## src/rtl/prio_encoder_4to2.sv

```systemverilog
// Serializes four request lines into a stream of 2-bit indices over valid/ready.
// Define PRIO_ENCODER_RR_EN for round-robin selection instead of fixed priority.
module prio_encoder_4to2 #(
  parameter bit PRIO_HIGH = 1'b1
) (
  input  logic       clk,
  input  logic       nrst,
  input  logic       en,
  input  logic [3:0] r,
  input  logic       ready,
  output logic [1:0] o,
  output logic       valid,
  output logic [2:0] cnt,
  output logic       ovf
);

  logic [3:0] pend;
  logic [3:0] pend_nxt;
  logic [3:0] pop_mask;
  logic [3:0] req;
  logic       pop;

  assign valid = |pend;
  assign pop   = valid && ready;
  assign req   = en ? r : 4'b0000;

  always_comb begin
    pop_mask = 4'b0000;
    if (pop) pop_mask = 4'b0001 << o;
  end

  // Set term wins, so a re-request of the popped line keeps it pending.
  assign pend_nxt = (pend & ~pop_mask) | req;

  assign cnt = {2'b00, pend[0]} + {2'b00, pend[1]}
             + {2'b00, pend[2]} + {2'b00, pend[3]};

`ifdef PRIO_ENCODER_RR_EN
  logic [1:0] ptr;

  // Scan from ptr+1 upward; the nearest hit is written last and wins.
  always_comb begin
    logic [1:0] idx;
    idx = 2'b00;
    o   = 2'b00;
    for (int k = 4; k >= 1; k--) begin
      idx = ptr + 2'(k);
      if (pend[idx]) o = idx;
    end
  end

  always_ff @(posedge clk or negedge nrst) begin
    if (!nrst) begin
      ptr <= 2'b11;
    end else if (pop) begin
      ptr <= o;
    end
  end
`else
  always_comb begin
    o = 2'b00;
    if (PRIO_HIGH) begin
      for (int i = 0; i < 4; i++)
        if (pend[i]) o = 2'(i);
    end else begin
      for (int i = 3; i >= 0; i--)
        if (pend[i]) o = 2'(i);
    end
  end
`endif

  always_ff @(posedge clk or negedge nrst) begin
    if (!nrst) begin
      pend <= 4'b0000;
      ovf  <= 1'b0;
    end else begin
      pend <= pend_nxt;
      ovf  <= |(req & pend & ~pop_mask);
    end
  end

endmodule
```

## config.mk

```make
export PLATFORM = sky130hd
export DESIGN_NAME = prio_encoder_4to2
export DESIGN_NICKNAME = d
export VERILOG_FILES = /design/src/rtl/prio_encoder_4to2.sv
export SDC_FILE = /design/constraint.sdc
export NUM_CORES = 1
export LEC_CHECK = 0
export ABC_AREA = 0
export BUFFER_PORTS_ARGS = -buffer_cell sky130_fd_sc_hd__buf_2
export CORE_AREA = 2 2 39 41
export CTS_BUF_LIST = sky130_fd_sc_hd__clkbuf_8
export DETAILED_ROUTE_END_ITERATION = 12
export DIE_AREA = 0 0 41 43
export PLACE_DENSITY_LB_ADDON = 0.15
export SETUP_SLACK_MARGIN = 0.15
export SKIP_CTS_REPAIR_TIMING = 1
export SLEW_MARGIN = 15
export SYNTH_ARGS = -nofsm -noshare
export SYNTH_HDL_FRONTEND = slang
export SYNTH_SLANG_ARGS = --single-unit
```

## constraint.sdc

```tcl
create_clock -name clk -period 1.95 [get_ports clk]
set_clock_uncertainty 0.15 [all_clocks]
set_input_delay 0.195 -clock clk [delete_from_list [all_inputs] [get_ports clk]]
set_output_delay 0.195 -clock clk [all_outputs]
set_load 0.01 [all_outputs]
```

==> impl_metrics.csv <==
group,metric,value,unit
status,outcome,"finished with violations",
status,violations,"negative setup slack",
yosys,yosys.area.top_type,"dfrtp_1",
critical_path,crit_buf_inv,3,
route,drt-initial-drc-count,4,
yosys,synth_top_area_share,38.9,%
floorplanning,die_y,43,um
yosys,ys_seq_area_share,38.9,%
finish,area_growth,68.1,%
placement,dpl_cell_area,439,um2
route,routed-via-count,309,
timing,finalMaxSlewViolations,0,
clocking,root_buffer,"clkbuf_8",
placement,detailed_place_hpwl,598,um
global_route,overflow,0,
yosys,netlist_area,322,um2
finish,nets,68,
critical_path,cp-start-kind,"flip-flop",
floorplanning,ioPinCount,15,
finish,fin_util,39.1,%
hold_path,hp-class,"input pin to flip-flop",
hold_path,min_from,"r[3]",
critical_path,cp_cell_sequence,"inv_2, fa_1, inv_2, ha_4, ha_4, buf_6",
timing,rsz0062_at_grt,"true",
timing,finalWorstSetupSlack,-0.114,ns
route,antenna_left,0,
clocking,tritoncts_num_sinks,5,
route,via_per_inst,4.35,
finish,fillCellCount,153,
finish,final_cell_area,541,um2
clocking,cts_max_level,1,
pwr,ir_drop,0.363,mV
clocking,clk_pin_slew,0.04,ns
yosys,synth_area_leaders,"dfrtp_1, ha_1, inv_1, a22o_2, fa_1",
floorplanning,die_w,41,um
route,routed_wirelength,763,um
hold_path,hold_depth,2,
placement,gp_congestion,0.699,
critical_path,cp.arrival,1.72,ns
yosys,avgSynthCellArea,10.0,um2
global_route,grt_pass1_wl,1.15,mm
finish,multi_input_area,195,um2
placement,place_worst_setup_slack,0.0362,ns
route,drc,0,
timing,setup_violations,2,
route,wl_per_cell,10.7,um
placement,numPortBuffers,14,
floorplanning,rows,14,
clocking,cts_buffers,3,
critical_path,crit_family,"adder cells",
critical_path,crit_required,1.60,ns
finish,seq_area,125,um2
yosys,syn_nets,44,
clocking,cts_buffer_depth,2,
floorplanning,core,1380,um2
timing,min_period_over_period,106,%
run,max-cap-violations,0,
yosys,synthCells,32,
pwr,p_total,0.000546,W
timing,min_period,2.06,ns
critical_path,rr_worst_depth,5,
timing,max_freq,484,MHz
critical_path,rr_endpoint,"ovf",
yosys,synth_cell_types,15,
hold_path,hold_path_end,"pend[3]",
critical_path,critPathKind,"flip-flop to output pin",
finish,stdcell_count,71,
finish,diodes,0,
yosys,yosysWarnings,0,
timing,relSlewSlack,83.8,%
clocking,tritoncts,"done",
pwr,powerDensity,1010,nW/um2
floorplanning,start_util,23.2,%
pwr,p_leak,0.278,nW
critical_path,reg2reg_slack,0.29,ns
global_route,grt_start_max_net_pins,7,
critical_path,worstSetupEndpointType,"output pin",
critical_path,slowest_delay,0.55,ns
global_route,grt.total_usage,10.2,%
yosys,ys_seq_elements,5,
route,drtPass1Iterations,4,
global_route,first_global_vias,278,
placement,dp.cells,64,
global_route,grt_antenna_before_repair,0,
critical_path,critPathMaxFanout,3,
floorplanning,die_area,1760,um2
finish,drive_gt1_share,56.4,%
critical_path,critPathSlowestCell,"fa_1",
critical_path,r2r-start,"pend[0]",
timing,worst_slew_pin_slew,0.242,ns
timing,hold_violations,0,
clocking,clk_latency,0.22,ns
[metrics by stage]
stage,hold WS [ns],TNS (ns)
after detailed placement,-0.133,0
after global placement,-0.139,0
after floorplan,-0.251,0
after CTS,-0.365,-0.307
after global routing,0.0621,-0.263
final,0.0532,-0.146
[metal layers]
metal  vias to the layer above  GRT usage [%]  share of wire (%)  wire length [um]
li1                        155              -                  -                 -
met1                       144           13.8                 40               305
met2                        10           13.8                 53               403
met3                         0           3.14                7.1                54
met4                         0           6.00                  0                 0
met5                         -              0                  0                 0
[synthesized netlist by cell type]
cell type,number
a22o_2,2
dfrtp_1,5
a31oi_1,1
nor2b_1,1
o211ai_2,1
inv_1,7
a32oi_1,1
nand2_1,3
or4b_4,1
o21ai_0,2
nand2b_1,1
nand3_1,2
fa_1,1
ha_1,3
a21o_1,1
[layout make-up]
type	count	area share, %
multi-input combinational	20	36.1
timing repair buffer	19	23.8
sequential	5	23.1
clock buffer	3	7.64
inverter	7	4.86
tap	16	3.70
clock inverter	1	0.694
[placed cells by master (no fill, tap or decap), drive strengths merged]
cell and n:
a32oi 1, a22o 2, inv 8, a21o 1, dlygate4sd3 1, ha 3, a31oi 1, o211ai 1
nand3 2, or4b 1, buf 18, fa 1, nand2 3, clkbuf 3, dfrtp 5, o21ai 2
nor2b 1, nand2b 1
[cell families (layout without fill, tap and decap cells)]
group                      after synthesis  after routing  synth area share (%)
adders and majority gates                4              4                  17.9
buffers and inverters                    7             30                  8.17
AOI/OAI and AO/OA                        8              8                  20.2
DFF                                      5              5                  38.9
and+or+nand+nor                          8              8                  14.8
[sequential cells by signal (all words and copies together), names as in the netlist]
name / flops
ovf: 1
pend: 4
[worst max-delay path by stage]
stage | end | cells past startpoint | slack, ns | from
floorplan | cnt[1] | 5 | 0.15 | pend[1]
global placement | cnt[1] | 6 | 0.05 | pend[0]
detailed placement | cnt[1] | 6 | 0.04 | pend[3]
global route | cnt[1] | 6 | -0.17 | pend[1]
finish | cnt[1] | 6 | -0.11 | pend[1]
CTS | cnt[1] | 6 | -0.20 | pend[3]
[worst register-to-register path, stage by stage, from the launching register on]
cell and delay [ns]:
dfrtp_1 0.35, inv_2 0.05, ha_1 0.20, or4b_4 0.52
o211ai_2 0.15, a31oi_1 0.10
[where the power goes]
| group | internal, W | switching [W] | total (W) |
|---|---|---|---|
| Combinational | 0.000132 | 0.0000980 | 0.000230 |
| Sequential | 0.000118 | 0.0000124 | 0.000130 |
| Clock | 0.000135 | 0.0000504 | 0.000185 |
No activity file was read; power rests on OpenSTA's default activity.
